<file path="src/rtl/glyph_pkg.sv">
// Shared widths, digit indices, FSM encoding and helpers for the glyph row scheduler.
// Optional leading-zero blanking is controlled by GLYPH_LEADING_ZERO_BLANK_EN.
package glyph_pkg;

    localparam int NUM_DIGITS = 9;
    localparam int GLYPH_W    = 16;
    localparam int CODE_W     = 4;
    localparam int ROW_W      = 4;
    localparam int IDX_W      = 4;
    localparam int CODES_W    = NUM_DIGITS * CODE_W;
    localparam int ROWS_W     = NUM_DIGITS * GLYPH_W;

    localparam int IDX_R_H = 0;
    localparam int IDX_R_D = 1;
    localparam int IDX_R_U = 2;
    localparam int IDX_G_H = 3;
    localparam int IDX_G_D = 4;
    localparam int IDX_G_U = 5;
    localparam int IDX_B_H = 6;
    localparam int IDX_B_D = 7;
    localparam int IDX_B_U = 8;

    typedef logic [1:0] state_t;
    localparam state_t ST_IDLE  = 2'd0;
    localparam state_t ST_FETCH = 2'd1;
    localparam state_t ST_DRAIN = 2'd2;

    function automatic logic [CODE_W-1:0] code_at(input logic [CODES_W-1:0] codes,
                                                  input logic [IDX_W-1:0] idx);
        logic [CODE_W-1:0] val;
        val = '0;
        for (int i = 0; i < NUM_DIGITS; i++) begin
            if (idx == IDX_W'(i)) val = codes[i*CODE_W +: CODE_W];
        end
        return val;
    endfunction

    // Hundreds blanked when zero; tens blanked only if hundreds is also zero.
    function automatic logic [ROWS_W-1:0] blank_leading_zeros(input logic [ROWS_W-1:0] rows,
                                                              input logic [CODES_W-1:0] codes);
        logic [ROWS_W-1:0] res;
        res = rows;
        for (int ch = 0; ch < 3; ch++) begin
            if (codes[(3*ch)*CODE_W +: CODE_W] == '0) begin
                res[(3*ch)*GLYPH_W +: GLYPH_W] = '0;
                if (codes[(3*ch+1)*CODE_W +: CODE_W] == '0) begin
                    res[(3*ch+1)*GLYPH_W +: GLYPH_W] = '0;
                end
            end
        end
        return res;
    endfunction

endpackage

</file>
<file path="src/rtl/glyph_row_bank.sv">
// Shadow/visible glyph row storage: ROM captures into shadow, swap publishes all nine at once.
// With GLYPH_LEADING_ZERO_BLANK_EN defined, leading-zero rows are blanked at the swap.
module glyph_row_bank
    import glyph_pkg::*;
(
    input  logic                clk,
    input  logic                clr,
    input  logic                cap_en,
    input  logic [IDX_W-1:0]    cap_idx,
    input  logic [GLYPH_W-1:0]  cap_data,
    input  logic                swap,
`ifdef GLYPH_LEADING_ZERO_BLANK_EN
    input  logic [CODES_W-1:0]  codes,
`endif
    output logic [ROWS_W-1:0]   rows_out
);

    logic [ROWS_W-1:0] shadow_q, shadow_d;
    logic [ROWS_W-1:0] rows_q, rows_d;

    // The last capture and the swap share an edge, so the swap takes shadow_d.
    always_comb begin
        shadow_d = shadow_q;
        if (cap_en) begin
            for (int i = 0; i < NUM_DIGITS; i++) begin
                if (cap_idx == IDX_W'(i)) shadow_d[i*GLYPH_W +: GLYPH_W] = cap_data;
            end
        end
        rows_d = rows_q;
        if (swap) begin
`ifdef GLYPH_LEADING_ZERO_BLANK_EN
            rows_d = blank_leading_zeros(shadow_d, codes);
`else
            rows_d = shadow_d;
`endif
        end
    end

    always_ff @(posedge clk or posedge clr) begin
        if (clr) begin
            shadow_q <= '0;
            rows_q   <= '0;
        end else begin
            shadow_q <= shadow_d;
            rows_q   <= rows_d;
        end
    end

    assign rows_out = rows_q;

endmodule

</file>
<file path="src/rtl/glyph_row_scheduler.sv">
// Shares one synchronous glyph ROM among nine display digits, one fetch per start pulse.
// Optional leading-zero blanking via GLYPH_LEADING_ZERO_BLANK_EN (applied in glyph_row_bank).
module glyph_row_scheduler
    import glyph_pkg::*;
(
    input  logic                clk,
    input  logic                clr,
    input  logic                start,
    input  logic [ROW_W-1:0]    row,
    input  logic [CODES_W-1:0]  codes,
    output logic                rom_en,
    output logic [CODE_W-1:0]   rom_code,
    output logic [ROW_W-1:0]    rom_row,
    input  logic [GLYPH_W-1:0]  rom_data,
    output logic [ROWS_W-1:0]   rows_out,
    output logic                busy,
    output logic                done,
    output logic                overrun
);

    state_t               state_q, state_d;
    logic [IDX_W-1:0]     k_q, k_d;
    logic [CODES_W-1:0]   codes_q, codes_d;
    logic [ROW_W-1:0]     row_q, row_d;
    logic                 rom_en_q, rom_en_d;
    logic [CODE_W-1:0]    rom_code_q, rom_code_d;
    logic [ROW_W-1:0]     rom_row_q, rom_row_d;
    logic                 done_q, done_d;
    logic                 overrun_q, overrun_d;
    logic                 cap_en_q, cap_en_d;
    logic [IDX_W-1:0]     cap_idx_q, cap_idx_d;
    logic                 swap;

    always_comb begin
        state_d    = state_q;
        k_d        = k_q;
        codes_d    = codes_q;
        row_d      = row_q;
        rom_en_d   = 1'b0;
        rom_code_d = rom_code_q;
        rom_row_d  = rom_row_q;
        done_d     = 1'b0;
        overrun_d  = start && (state_q != ST_IDLE);
        // ROM data for the index issued this cycle arrives next cycle.
        cap_en_d   = rom_en_q;
        cap_idx_d  = k_q;
        swap       = 1'b0;
        case (state_q)
            ST_IDLE: begin
                if (start) begin
                    codes_d    = codes;
                    row_d      = row;
                    k_d        = '0;
                    rom_en_d   = 1'b1;
                    rom_code_d = codes[CODE_W-1:0];
                    rom_row_d  = row;
                    state_d    = ST_FETCH;
                end
            end
            ST_FETCH: begin
                if (k_q == IDX_W'(NUM_DIGITS - 1)) begin
                    state_d = ST_DRAIN;
                end else begin
                    k_d        = k_q + 1'b1;
                    rom_en_d   = 1'b1;
                    rom_code_d = code_at(codes_q, k_q + 1'b1);
                end
            end
            ST_DRAIN: begin
                swap    = 1'b1;
                done_d  = 1'b1;
                k_d     = '0;
                state_d = ST_IDLE;
            end
            default: begin
                state_d = ST_IDLE;
            end
        endcase
    end

    always_ff @(posedge clk or posedge clr) begin
        if (clr) begin
            state_q    <= ST_IDLE;
            k_q        <= '0;
            codes_q    <= '0;
            row_q      <= '0;
            rom_en_q   <= 1'b0;
            rom_code_q <= '0;
            rom_row_q  <= '0;
            done_q     <= 1'b0;
            overrun_q  <= 1'b0;
            cap_en_q   <= 1'b0;
            cap_idx_q  <= '0;
        end else begin
            state_q    <= state_d;
            k_q        <= k_d;
            codes_q    <= codes_d;
            row_q      <= row_d;
            rom_en_q   <= rom_en_d;
            rom_code_q <= rom_code_d;
            rom_row_q  <= rom_row_d;
            done_q     <= done_d;
            overrun_q  <= overrun_d;
            cap_en_q   <= cap_en_d;
            cap_idx_q  <= cap_idx_d;
        end
    end

    glyph_row_bank u_bank (
        .clk      (clk),
        .clr      (clr),
        .cap_en   (cap_en_q),
        .cap_idx  (cap_idx_q),
        .cap_data (rom_data),
        .swap     (swap),
`ifdef GLYPH_LEADING_ZERO_BLANK_EN
        .codes    (codes_q),
`endif
        .rows_out (rows_out)
    );

    assign rom_en   = rom_en_q;
    assign rom_code = rom_code_q;
    assign rom_row  = rom_row_q;
    assign busy     = (state_q != ST_IDLE);
    assign done     = done_q;
    assign overrun  = overrun_q;

endmodule

</file>
<file path="config.mk">
export PLATFORM = sky130hd
export DESIGN_NAME = glyph_row_scheduler
export DESIGN_NICKNAME = d
export VERILOG_FILES = /design/src/rtl/glyph_pkg.sv /design/src/rtl/glyph_row_bank.sv /design/src/rtl/glyph_row_scheduler.sv
export SDC_FILE = /design/constraint.sdc
export NUM_CORES = 1
export LEC_CHECK = 0
export CAP_MARGIN = 0
export CORE_MARGIN = 2
export CORE_UTILIZATION = 45
export DETAILED_ROUTE_END_ITERATION = 12
export PLACE_DENSITY = 0.73
export SLEW_MARGIN = 5
export SYNTH_ARGS = -nofsm -noshare
export SYNTH_HDL_FRONTEND = slang
export SYNTH_HIERARCHICAL = 1
export SYNTH_SLANG_ARGS = --single-unit
</file>
<file path="constraint.sdc">
create_clock -name clk -period 11.65 [get_ports clk]
set_input_delay 2.9125 -clock clk [delete_from_list [all_inputs] [get_ports clk]]
set_output_delay 2.9125 -clock clk [all_outputs]
set_load 0.02 [all_outputs]
</file>
# After elaboration in Yosys (flattened, before gate mapping)
# Index checks and enable logic that the tools add are counted.
# word_totals
ff_bits	346
wordCells	78
out_inout_bits	156
in_bits	59
# classes
reduce_logical	11
muxes	32
add_sub_neg	1
eq_ne	22
# ops
op	count
144-bit 2-to-1 mux	1
16-bit 2-to-1 mux	9
4-bit 2-to-1 mux	13
4-bit by 3-bit equality test with 1-bit output (second input constant)	8
4-bit by 2-bit equality test with 1-bit output (second input constant)	4
4-bit equality test (second input constant)	3
4-bit case mux with 3 select lines	1
4-bit by 1-bit equality test with 1-bit output (second input constant)	2
4-bit zero test	2
4-bit case mux with 2 select lines	1
2-bit != test (second input constant)	3
3-bit AND reduction	2
4-bit by 1-bit adder with 4-bit output (second input constant)	1
2-bit 2-to-1 mux	2
2-bit case mux with 2 select lines	1
2-bit AND reduction	2
2-bit nonzero test	2
1-bit 2-to-1 mux	3
3-bit nonzero test	1
2-bit by 1-bit equality test with 1-bit output (second input constant)	1
2-bit equality test (second input constant)	1
2-bit zero test	1
1-bit case mux with 2 select lines	1
1-bit logical AND	1

# Longest topological paths before layout
# logic_depth
depth_word	13
ltp_mapped	8
ltp_nobuf	7

# Modules after synthesis
# Netlist, hierarchy kept.
# by_module_without_submodules
mod	cells_each	area_each_um2	instances	seq_area_each_um2
glyph_row_bank	1135	11777.5	1	7206.9
glyph_row_scheduler	243	2773.9	1	1451.4

# Worst setup path after synthesis
# OpenSTA, ideal clock, no wires.
# synth_timing
path_type	input-to-reg
startpoint	input start
endpoint	register codes_q[0]
arrival_ps	3681
path_buffers	2
setup_ps	128
path_slack_ps	7842
required_time_ps	11522
cell_stages	4
cell_sequence	and2_1 -> buf_8 -> buf_2 -> mux2_1
# synth_between
elab_chain_len	1
# synth_rtl
item	line_no	text
start: declaration	glyph_row_scheduler.sv:8	input logic start,
2-bit AND reduction (no source line)	--	
end signal: assignment	glyph_row_scheduler.sv:97	codes_q <= codes_d;
end: declaration	glyph_row_scheduler.sv:23	logic [CODES_W-1:0] codes_q, codes_d;
# No other way between the ends.
# A chain may end at the register's enable or synchronous reset.

# Final worst setup path
# layout_timing
startpoint	register state_q[0]
endpoint	output busy
# layout_between
elab_chain_len	1
# layout_rtl
item	line_no	text
start: declaration	glyph_row_scheduler.sv:21	state_t state_q, state_d;
start signal: assignment	glyph_row_scheduler.sv:95	state_q <= state_d;
2-bit nonzero test	glyph_row_scheduler.sv:125	assign busy = (state_q != ST_IDLE);
end: declaration	glyph_row_scheduler.sv:16	output logic busy,
# No other way between the ends.

==> out/metrics.yaml <==
drt-initial-drc-count: 1199
grt_pass1_vias: 10910
area_delta_synth_final_pct: 21.34
synthCells: 1378
syn_avg_cell_area_um2: 10.56
cts_tree: "yes"
cap_violations: 0
ant_nets: 0
drv_slew: 0
synth_edf_count: 0
cp-end-kind: "output port"
synth.largest_area_cell: "dfrtp_1"
min_path_type: "reg2reg"
outcome: "completed"
design.core.area_um2: 31720
cts_max_path_buffers: 3
tns_ns: 0
synth_seq_cells: 346
arrival_ns: 1.82
placed_area_um2: 16470
drt_wl_total_mm: 39.49
crit_required_ns: 8.74
rsz0062_at_grt: "no"
ys_async_sr_fraction_pct: 100.0
die_h_um: 183.8
worst_slew_pin_slew_ns: 1.214
start_kind: "flip-flop"
final.setup_skew_ns: 0.02589
drc: 0
avgRoutedWirePerCell_um: 20.31
netlist_top_cells_area: "dfrtp_1, a31oi_1, nand2_1"
cts.repair.resized: 0
r2r_slack_ns: 9.01
pin_count: 215
antenna_found_initial: 0
setup_viol: 0
synth_area_um2: 14550
viasPerCell: 5.878
worstSetupPathType: "reg2out"
start_util_pct: 45.88
p_per_area_nw_per_um2: 298.4
place.gp.congestion: 0.7970
relSlewSlack_pct: 18.86
synth_common_cells: "dfrtp_1, nand2_1, nor2_1, a31oi_1, nand3_1"
grt_pass1_wl_mm: 61.33
timing.fmax_mhz: 211.4
path_max_fanout: 7
antenna_cells: 0
dieWidth_um: 183.8
ys_seq_area_share_pct: 59.50
crit_path_top_delay_cell: "clkdlybuf4s50_1"
ys.flop_type: "dfrtp_1"
holdBufCountCts: 0
finalCriticalPeriod_ns: 4.730
ir_worst_vdd_v: 0.0002144
vias: 11430
overflow: 0
port_buffers: 214
synth.distinct_cells: 67
ys_warn_count: 6
cts_made_buffers: 37
worstSkewPairLatency_ns: 0.52
firstDrtPassIters: 5
postLayoutCellArea_um2: 17660
timing.final.crit_share_pct: 40.60
hpwl_mm: 23.76
clock_tree.root_cell: "clkbuf_16"
slowest_delay_ns: 0.55
worstPathCellList: "nor2_1 -> inv_1 -> clkdlybuf4s50_1"
cts_setup_buffers: 0
final_layout_size_suffix_gt1_share_pct: 10.25
dieArea_um2: 33790
yosysMostFrequentCell: "dfrtp_1"
synth_fp_nets: 1442
crit_buf_inv: 2
h-tree-depth: 2
hold_viol: 0
path_delay_family: "buffers and inverters"
yosysTopAreaCellShare_pct: 59.50
rows: 65
cts.sinks: 346
p_leak_nw: 7.502
clk_pin_slew_ns: 0.06
grt_max_degree: 242
nets: 1582
grt_usage_pct: 23.14
-- sequential cells by signal, indices dropped and copies added (netlist names) --
register,cells
cap_en_q,1
cap_idx_d,4
cap_idx_q,4
codes_q,36
done,1
overrun,1
rom_code,4
rom_en,1
rom_row,4
state_q,2
u_bank/rows_out,144
u_bank/shadow_q,144
-- routing by layer --
layer	share of wire, %	vias to the layer above	wire length (um)	global-route usage (%)
met5	0	-	0	0
li1	-	5137	-	-
met2	48	532	18820	36.54
met4	2.4	0	945	6.976
met1	41	5692	16230	32.02
met3	8.8	65	3487	5.309
-- where the power goes --
group / switching [mW] / internal [mW] / total [mW]
logic: 1.35 / 0.781 / 2.13
clock network: 0.465 / 0.679 / 1.14
registers: 0.283 / 1.72 / 2.00
-- kinds of logic after synthesis --
family                     Yosys count  share of synthesized area, %
AOI/OAI and AO/OA                  353                         15.86
xor gates and xnor gates             1                       0.06020
adders and majority gates            5                        0.4299
buffers and inverters              143                         6.466
DFF                                346                         59.50
muxes                               32                         2.476
and+or+nand+nor                    498                         15.20
-- final timing paths --
path / from / endpoint / cells past startpoint
min in group asynchronous: clr / u_bank/rows_out[2]$_DFFE_PP0P_ / 2
setup / recovery: state_q[0]$_DFFE_PP0P_ / busy / 3
setup reg to reg: state_q[0]$_DFFE_PP0P_ / u_bank/rows_out[98]$_DFFE_PP0P_ / 4
hold / removal: rom_en$_DFF_PP0_ / cap_en_q$_DFF_PP0_ / 0
max in group asynchronous: clr / u_bank/rows_out[76]$_DFFE_PP0P_ / 3
hold reg to reg: rom_en$_DFF_PP0_ / cap_en_q$_DFF_PP0_ / 0
-- layout by cell type (no fill, tap or decap), types with 11 or more instances in the layout --
master | Yosys | final
a21oi_1 | 11 | 11
a31oi_1 | 144 | 144
buf_4 | 12 | 13
clkbuf_16 | 0 | 38
clkdlybuf4s50_1 | 0 | 214
dfrtp_1 | 346 | 346
inv_1 | 16 | 14
mux2_1 | 31 | 31
nand2_1 | 165 | 165
nand3_1 | 114 | 114
nand4_1 | 32 | 32
nor2_1 | 155 | 155
o21ai_0 | 92 | 92
o21ai_1 | 12 | 12
o21ai_2 | 61 | 61
-- stage by stage --
stage | hold slack [ns] | utilization (%) | power, mW | cells | setup WS, ns
after floorplan | 0.3643 | - | 3.444 | 1378 | 0.7885
after global placement | 0.4002 | 51.92 | 4.055 | 1881 | 6.431
after detailed placement | 0.3851 | 51.92 | 4.127 | 1881 | 6.408
after CTS | 0.4029 | 55.67 | 5.285 | 1944 | 6.909
after global routing | 0.4122 | 55.67 | 5.589 | 1944 | 6.672
final | 0.4027 | 55.67 | 5.269 | 1944 | 6.920
-- final cells by class --
| class | instances | area, um^2 |
|---|---|---|
| Inverter | 16 | 67.56 |
| Tap cell | 402 | 503.0 |
| Multi-Input combinational cell | 889 | 4980 |
| Fill cell | 2720 | 14060 |
| Sequential cell | 346 | 8658 |
| Timing Repair Buffer | 228 | 2260 |
| Clock buffer | 49 | 1052 |
| Clock inverter | 14 | 136.4 |
No activity file was read; power rests on OpenSTA's default activity.
